[config.mk]
export PLATFORM = sky130hd
export DESIGN_NAME = pipe_control
export DESIGN_NICKNAME = d
export VERILOG_FILES = /design/src/rtl/ctrl_pkg.sv /design/src/rtl/ctrl_decode.sv /design/src/rtl/pipe_control.sv
export SDC_FILE = /design/constraint.sdc
export NUM_CORES = 1
export LEC_CHECK = 0
export BUFFER_PORTS_ARGS = -buffer_cell sky130_fd_sc_hd__buf_4
export CORE_ASPECT_RATIO = 1.75
export CORE_UTILIZATION = 45
export CTS_CLUSTER_SIZE = 25
export DETAILED_ROUTE_END_ITERATION = 10
export PLACE_DENSITY = 0.81
export SKIP_LAST_GASP = 1
export SLEW_MARGIN = 0
export SYNTH_ARGS = -nofsm -noshare
export SYNTH_HDL_FRONTEND = slang
export SYNTH_SLANG_ARGS = --single-unit
[constraint.sdc]
create_clock -name clk_i -period 2.1 [get_ports clk_i]
set_input_delay 0.21 -clock clk_i [delete_from_list [all_inputs] [get_ports clk_i]]
set_output_delay 0.21 -clock clk_i [all_outputs]
set_load 0.005 [all_outputs]
[src/rtl/ctrl_pkg.sv]
// ctrl_pkg: opcodes, ALUOp/forward encodings and the control bundle shared by the pipeline control logic.
package ctrl_pkg;
    localparam logic [6:0] OP_R      = 7'b0110011;
    localparam logic [6:0] OP_I      = 7'b0010011;
    localparam logic [6:0] OP_LOAD   = 7'b0000011;
    localparam logic [6:0] OP_STORE  = 7'b0100011;
    localparam logic [6:0] OP_BRANCH = 7'b1100011;
    localparam logic [1:0] ALU_ADD = 2'b00;
    localparam logic [1:0] ALU_SUB = 2'b01;
    localparam logic [1:0] ALU_R   = 2'b10;
    localparam logic [1:0] ALU_I   = 2'b11;
    localparam logic [1:0] FWD_RF  = 2'b00;
    localparam logic [1:0] FWD_MEM = 2'b10;
    localparam logic [1:0] FWD_WB  = 2'b01;
    typedef struct packed {
        logic [1:0] aluop;
        logic       alusrc;
        logic       branch;
        logic       memread;
        logic       memwrite;
        logic       memtoreg;
        logic       regwrite;
    } ctrl_bundle_t;
    localparam ctrl_bundle_t CTRL_BUBBLE = '0;
endpackage

[src/rtl/ctrl_decode.sv]
// ctrl_decode: combinational ID-stage opcode to control bundle; invalid or unknown opcodes give a bubble.
module ctrl_decode
    import ctrl_pkg::*;
(
    input  logic [6:0]   Op_i,
    input  logic         Valid_i,
    output ctrl_bundle_t Ctrl_o
);
    always_comb begin
        Ctrl_o = CTRL_BUBBLE;
        if (Valid_i) begin
            case (Op_i)
                OP_R: begin
                    Ctrl_o.aluop    = ALU_R;
                    Ctrl_o.regwrite = 1'b1;
                end
                OP_I: begin
                    Ctrl_o.aluop    = ALU_I;
                    Ctrl_o.alusrc   = 1'b1;
                    Ctrl_o.regwrite = 1'b1;
                end
                OP_LOAD: begin
                    Ctrl_o.aluop    = ALU_ADD;
                    Ctrl_o.alusrc   = 1'b1;
                    Ctrl_o.memread  = 1'b1;
                    Ctrl_o.memtoreg = 1'b1;
                    Ctrl_o.regwrite = 1'b1;
                end
                OP_STORE: begin
                    Ctrl_o.aluop    = ALU_ADD;
                    Ctrl_o.alusrc   = 1'b1;
                    Ctrl_o.memwrite = 1'b1;
                end
                OP_BRANCH: begin
                    Ctrl_o.aluop  = ALU_SUB;
                    Ctrl_o.branch = 1'b1;
                end
                default: Ctrl_o = CTRL_BUBBLE;
            endcase
        end
    end
endmodule

[src/rtl/pipe_control.sv]
// pipe_control: decodes ID, carries control through ID/EX, EX/MEM, MEM/WB,
// and owns load-use stall, bubble insertion and EX forwarding selects.
module pipe_control
    import ctrl_pkg::*;
#(
    parameter int REGW   = 5,
    parameter int ALUOPW = 2
) (
    input  logic              clk_i,
    input  logic              rst_i,
    input  logic [6:0]        Op_i,
    input  logic              Valid_i,
    input  logic [REGW-1:0]   RS1_i,
    input  logic [REGW-1:0]   RS2_i,
    input  logic [REGW-1:0]   RD_i,
    input  logic              Flush_i,
    output logic              Stall_o,
    output logic [ALUOPW-1:0] ALUOp_o,
    output logic              ALUSrc_o,
    output logic              Branch_o,
    output logic [1:0]        ForwardA_o,
    output logic [1:0]        ForwardB_o,
    output logic              MemRead_o,
    output logic              MemWrite_o,
    output logic              MemtoReg_o,
    output logic              RegWrite_o,
    output logic [REGW-1:0]   WBRd_o
);
    ctrl_bundle_t    w_dec;
    ctrl_bundle_t    r_idex;
    logic [REGW-1:0] r_idex_rs1, r_idex_rs2, r_idex_rd;
    logic            r_exmem_mr, r_exmem_mw, r_exmem_m2r, r_exmem_rw;
    logic [REGW-1:0] r_exmem_rd;
    logic            r_memwb_m2r, r_memwb_rw;
    logic [REGW-1:0] r_memwb_rd;
    logic            w_hz, w_bubble, w_mem_ok, w_wb_ok;

    ctrl_decode u_dec (
        .Op_i    (Op_i),
        .Valid_i (Valid_i),
        .Ctrl_o  (w_dec)
    );

    assign w_hz     = Valid_i & r_idex.memread & (r_idex_rd != '0) &
                      ((r_idex_rd == RS1_i) | (r_idex_rd == RS2_i));
    assign w_bubble = w_hz | Flush_i | ~Valid_i;
    assign Stall_o  = w_hz & ~Flush_i;

    always_ff @(posedge clk_i or negedge rst_i) begin
        if (!rst_i) begin
            r_idex      <= CTRL_BUBBLE;
            r_idex_rs1  <= '0;
            r_idex_rs2  <= '0;
            r_idex_rd   <= '0;
            r_exmem_mr  <= 1'b0;
            r_exmem_mw  <= 1'b0;
            r_exmem_m2r <= 1'b0;
            r_exmem_rw  <= 1'b0;
            r_exmem_rd  <= '0;
            r_memwb_m2r <= 1'b0;
            r_memwb_rw  <= 1'b0;
            r_memwb_rd  <= '0;
        end else begin
            r_idex      <= w_bubble ? CTRL_BUBBLE : w_dec;
            r_idex_rs1  <= w_bubble ? '0 : RS1_i;
            r_idex_rs2  <= w_bubble ? '0 : RS2_i;
            r_idex_rd   <= w_bubble ? '0 : RD_i;
            r_exmem_mr  <= r_idex.memread;
            r_exmem_mw  <= r_idex.memwrite;
            r_exmem_m2r <= r_idex.memtoreg;
            r_exmem_rw  <= r_idex.regwrite;
            r_exmem_rd  <= r_idex_rd;
            r_memwb_m2r <= r_exmem_m2r;
            r_memwb_rw  <= r_exmem_rw;
            r_memwb_rd  <= r_exmem_rd;
        end
    end

    // x0 is never a forwarding source; EX/MEM wins over MEM/WB
    assign w_mem_ok   = r_exmem_rw & (r_exmem_rd != '0);
    assign w_wb_ok    = r_memwb_rw & (r_memwb_rd != '0);
    assign ForwardA_o = (w_mem_ok && r_exmem_rd == r_idex_rs1) ? FWD_MEM :
                        (w_wb_ok && r_memwb_rd == r_idex_rs1) ? FWD_WB : FWD_RF;
    assign ForwardB_o = (w_mem_ok && r_exmem_rd == r_idex_rs2) ? FWD_MEM :
                        (w_wb_ok && r_memwb_rd == r_idex_rs2) ? FWD_WB : FWD_RF;

    assign ALUOp_o    = ALUOPW'(r_idex.aluop);
    assign ALUSrc_o   = r_idex.alusrc;
    assign Branch_o   = r_idex.branch;
    assign MemRead_o  = r_exmem_mr;
    assign MemWrite_o = r_exmem_mw;
    assign MemtoReg_o = r_memwb_m2r;
    assign RegWrite_o = r_memwb_rw;
    assign WBRd_o     = r_memwb_rd;
endmodule

* After elaboration in Yosys (flattened, before gate mapping)
Cells that the tools add are included.
** Cells by class
- Equality and inequality tests :: 11
- Muxes and demuxes :: 15
- Bitwise logic cells :: 11
- Reductions and logical operators :: 9
** Operators with widths (number)
- $eq A5 B5 Y1 :: 6
- $mux W8 :: 2
- $mux W5 :: 3
- $reduce_bool A5 Y1 :: 3
- $eq A7 B6 Y1 const B :: 2
- $eq A7 B2 Y1 const B :: 1
- $eq A7 B5 Y1 const B :: 1
- $eq A7 B7 Y1 const B :: 1
- $mux W1 :: 7
- $and A1 B1 Y1 :: 6
- $pmux W2 S3 :: 1
- $reduce_or A3 Y1 :: 2
- $logic_and A1 B1 Y1 :: 4
- $mux W2 :: 2
- $or A1 B1 Y1 :: 3
- $not A1 Y1 :: 2
** Storage, ports and cells
- Bits in registers :: 39
- Output and inout bits :: 18
- Logic and storage cells :: 64

* Longest topological paths before layout
- Depth in word-level cells :: 6
- Mapped depth :: 5

* Cells and area by module
Synthesis repeated with hierarchy kept, for this count alone.
** Second synthesis, totals
- Cells, all modules :: 149
- Area total of the unflattened synthesis :: 1790.5 um^2
** Modules (own cells, without submodules)
- pipe_control :: instances 1, cells each 136, area an instance 1672.9 um^2
- ctrl_decode :: instances 1, cells each 13, area an instance 117.6 um^2

* Least setup slack after synthesis
No wires, ideal clock.
- Kind :: register to output
- Start point :: register r_exmem_rd[4]
- End point :: output port ForwardA_o[0]
- Arrival :: 1.440 ns
- Slack :: 0.450 ns
- Cell stages (with the launch flop) :: 5
- Cells stage by stage :: dfrtp_1 or4_1 o21ai_2 nor4_1 nor4_2
** On the way
- Longest elaborated chain between the ends :: 4
- Elaborated cells on any way between the ends :: 5
** Ends and longest elaborated chain
- from (decl) :: line pipe_control.sv:33 : logic [REGW-1:0] r_exmem_rd;
- from (signal assigned) :: line pipe_control.sv:72 : r_exmem_rd <= r_idex_rd;
- $reduce_bool A5 Y1 :: line pipe_control.sv:80 : assign w_mem_ok = r_exmem_rw & (r_exmem_rd != '0);
- $and A1 B1 Y1 :: line pipe_control.sv:80
- $logic_and A1 B1 Y1 * :: line pipe_control.sv:82 : assign ForwardA_o = (w_mem_ok && r_exmem_rd == r_idex_rs1) ? FWD_MEM :
- $mux W2 * :: line pipe_control.sv:82
- to (decl) :: line pipe_control.sv:21 : output logic [1:0] ForwardA_o,
Mark *: on every way between the ends. The rest lies on a longest branch, timed or not.

* Worst setup path after layout
- Start point :: register r_memwb_rd[2] (netlist: WBRd_o[2])
- End point :: output port ForwardA_o[0]
** On the way
- Longest elaborated chain between the ends :: 5
- Elaborated cells on any way between the ends :: 6
** Ends and longest elaborated chain
- from (decl) :: line pipe_control.sv:35 : logic [REGW-1:0] r_memwb_rd;
- from (signal assigned) :: line pipe_control.sv:75 : r_memwb_rd <= r_exmem_rd;
- $reduce_bool A5 Y1 :: line pipe_control.sv:81 : assign w_wb_ok = r_memwb_rw & (r_memwb_rd != '0);
- $and A1 B1 Y1 :: line pipe_control.sv:81
- $logic_and A1 B1 Y1 * :: line pipe_control.sv:83 : (w_wb_ok && r_memwb_rd == r_idex_rs1) ? FWD_WB : FWD_RF;
- $mux W1 * :: line pipe_control.sv:83
- $mux W2 * :: line pipe_control.sv:82
Marks and branches as above.

==> qor.csv <==
stage,metric,value,unit
run_status,status,"complete, but fails checks",
run_status,violations,negative setup slack,
logic_synthesis,synthTopCellsByArea,"dfrtp_1 56%, xnor2_1 8.5%, xor2_1 7.4%",
global_route,grt_pass1_vias,1288,
logic_synthesis,synth_compound_area_frac,0.109,
logic_synthesis,ys.warnings.count,0,
route,drt-initial-drc-count,20,
sta,fin_skew,0.00361,ns
finish,n_fill_cell,290,
logic_synthesis,synth_fa_ha_area_frac,0,
sta,grt_setup_unrepaired,true,
job,cap_violations,0,
logic_synthesis,yosysMostFrequentCell,dfrtp_1,
route,drc_errors,0,
min_path,min_path_type,in -> reg,
logic_synthesis,synth_common_cells,"37 x dfrtp_1, 19 x nand2_1, 18 x a21oi_1",
global_route,gr-total-overflow,0,
worst_setup_path,end_kind,output port,
sta,maxSlewViolCount,0,
finish,fin_nets,227,
floorplanning,dieArea,3930,um2
placement,dp_hpwl,2490,um
logic_synthesis,synth.distinct_cells,28,
logic_synthesis,synth_edf_count,0,
min_path,hold_depth,2,
clock_tree,cts_tree,yes,
pwr,seq_power_share,0.542,
placement,place_ws,0.259,ns
global_route,grt_start_max_net_pins,38,
finish,drive_gt1_frac,0.361,
sta,finalHoldWorstSlack,0.117,ns
worst_setup_path,worst_setup_path_start_kind,flip-flop,
placement,placedInstanceArea,2010,um2
placement,finalWeightedCongestion,0.947,
route,routed-via-count,1309,
floorplanning,die_height,82.2,um
logic_synthesis,synth.area.mux_share,0,
sta,max-slew-margin-rel,0.538,
clock_tree,cts_buffer_depth,2,
route,routedWlPerCell,14.3,um
global_route,antenna_found_initial,0,
sta,period_needed,2.11,ns
route,drtPass1Iterations,4,
finish,area_growth,33.5,%
clock_tree,numCtsBuffers,5,
clock_tree,clk_pin_slew_worst_paths,0.07,ns
pwr,power.density,629,nW/um2
global_route,grt_pass1_wl,5620,um
sta,setup_violations,1,
clock_tree,cts.sinks,37,
logic_synthesis,ys.flop_type,dfrtp_1,
pwr,net-switching-power,341,uW
floorplanning,pin_count,44,
worst_setup_path,arrival,1.90,ns
global_route,groute.usage.overall,0.206,
sta,max_freq,474,MHz
logic_synthesis,ys_seq_elements,37,
logic_synthesis,synth_top_family_by_area,XOR/XNOR gates,
floorplanning,start_util,0.482,
pwr,max-vdd-ir-drop,0.544,mV
finish,seqCellArea,926,um2
logic_synthesis,syn_inst,146,
route,drt_wl_total,3540,um
logic_synthesis,ys_async_sr_fraction,1.00,
sta,min_period_over_period,1.00,
logic_synthesis,synth_xor_area_frac,0.159,
sta,finalHoldViolCount,0,
floorplanning,die-width,47.8,um
pwr,p_sw_frac,0.246,
worst_setup_path,required,1.89,ns
worst_setup_path,critPathMaxFanout,4,
sta,worst_pin_slew,0.688,ns
placement,placed_cells_incl_taps,229,
floorplanning,rows,28,
pwr,finalPower,1390,uW
logic_synthesis,synth_area_per_cell,11.3,um2
finish,num_antenna_cells,0,
route,viasPerCell,5.30,
pwr,comb_power_share,0.123,
clock_tree,clockRootBuffer,clkbuf_8,
clock_tree,clkLatencyLatePin,0.28,ns
pwr,power_frac_clock,0.335,
finish,final_area,2210,um2
logic_synthesis,syn_area,1650,um2
sta,worst_slack,-0.00853,ns
finish,multi_input_area,721,um2
route,drtAntennaViolNets,0,
clock_tree,cts_htree_levels,2,
worst_setup_path,r2r.worst_path.cells,4,
logic_synthesis,synthesis.nets,172,
finish,finalNonFillerCells,247,
logic_synthesis,synth_area_leader_cell,dfrtp_1,
placement,portBuffers,43,
pwr,leakagePower,0.00110,uW
logic_synthesis,synth.yosys.seq_area_share,0.560,
worst_setup_path,critPathKind,reg -> out,
logic_synthesis,yosys.area_share.simple,0.144,
logic_synthesis,synth_top_area_share,0.560,
floorplanning,core,3430,um2
pwr,internal-power,1050,uW
logic make-up (layout without fill, tap and decap cells):
logic type,after synthesis,count (layout)
AO/OA/AOI/OAI,27,28
AND/OR/NAND/NOR,44,44
flip-flops,37,37
XOR/XNOR,30,30
buffers and inverters,8,63
power by group through the flow:
stage | Clock, uW | Combinational, uW | Sequential (uW)
after floorplan | 0 | 72.9 | 764
after global placement | 0 | 147 | 767
after detailed placement | 0 | 153 | 769
after CTS | 486 | 160 | 753
after global routing | 523 | 189 | 754
final | 466 | 171 | 753
worst paths after layout:
| kind | slack [ns] | from | endpoint |
|---|---|---|---|
| max in group asynchronous | 1.37 | rst_i | r_exmem_rd[0]$_DFF_PN0_ |
| setup / recovery | -0.009 | WBRd_o[2]$_DFF_PN0_ | ForwardA_o[0] |
| hold / removal | 0.12 | Op_i[4] | r_idex[3]$_DFF_PN0_ |
| min in group asynchronous | 0.43 | rst_i | WBRd_o[2]$_DFF_PN0_ |
| setup reg to reg | 0.35 | r_idex_rd[1]$_DFF_PN0_ | r_idex[3]$_DFF_PN0_ |
| hold reg to reg | 0.35 | r_idex[2]$_DFF_PN0_ | MemWrite_o$_DFF_PN0_ |
critical path, stage by stage, from the launching register on:
cell	delay [ns]
dfrtp_1	0.43
buf_6	0.14
xor2_1	0.12
or4_1	0.52
nor4_2	0.27
buf_4	0.14
what timing repair did:
item,CTS,global route
pin swaps,1,6
endpoints found under the hold margin,37,0
setup buffers,4,4
endpoints found under the setup margin,3,4
cloned,1,0
gates resized for setup,0,6
hold buffers,1,0
flip-flops by register name, summed over array words and instances (netlist names):
register,count
ALUOp_o,2
ALUSrc_o,1
Branch_o,1
MemWrite_o,1
MemtoReg_o,1
RegWrite_o,1
WBRd_o,5
r_exmem_m2r,1
r_exmem_rd,5
r_exmem_rw,1
r_idex,3
r_idex_rd,5
r_idex_rs1,5
r_idex_rs2,5
routing by layer:
layer,vias up,GRT usage,wire length (um)
met5,-,0,0
met4,0,0.131,79
met3,10,0.0435,174
met2,58,0.342,2130
met1,621,0.226,1160
li1,620,-,-
placed cells by master, fill, tap and decap left out, types with 2 or more instances in the layout:
| cell type | count |
|---|---|
| a211oi_1 | 2 |
| a211oi_2 | 2 |
| or4_1 | 3 |
| xor2_1 | 14 |
| clkinv_2 | 2 |
| clkbuf_8 | 5 |
| xnor2_1 | 16 |
| a21oi_1 | 18 |
| buf_4 | 53 |
| nand2_1 | 19 |
| nor2b_1 | 2 |
| o21ai_2 | 2 |
| dfrtp_1 | 37 |
| nand3_1 | 8 |
| nor4_2 | 3 |
layout make-up:
type | count | area share
clock inverter | 3 | 0.00793
multi-input combinational | 102 | 0.326
sequential | 37 | 0.419
tap | 45 | 0.0255
clock buffer | 5 | 0.0312
timing repair buffer | 55 | 0.190
metrics by stage:
step                      TNS (ns)  utilization
after floorplan                  0            -
after global placement           0        0.585
after detailed placement         0        0.585
after CTS                 -0.00410        0.625
after global routing        -0.217        0.643
final                     -0.00853        0.643
No activity file was read; power rests on OpenSTA's default activity.
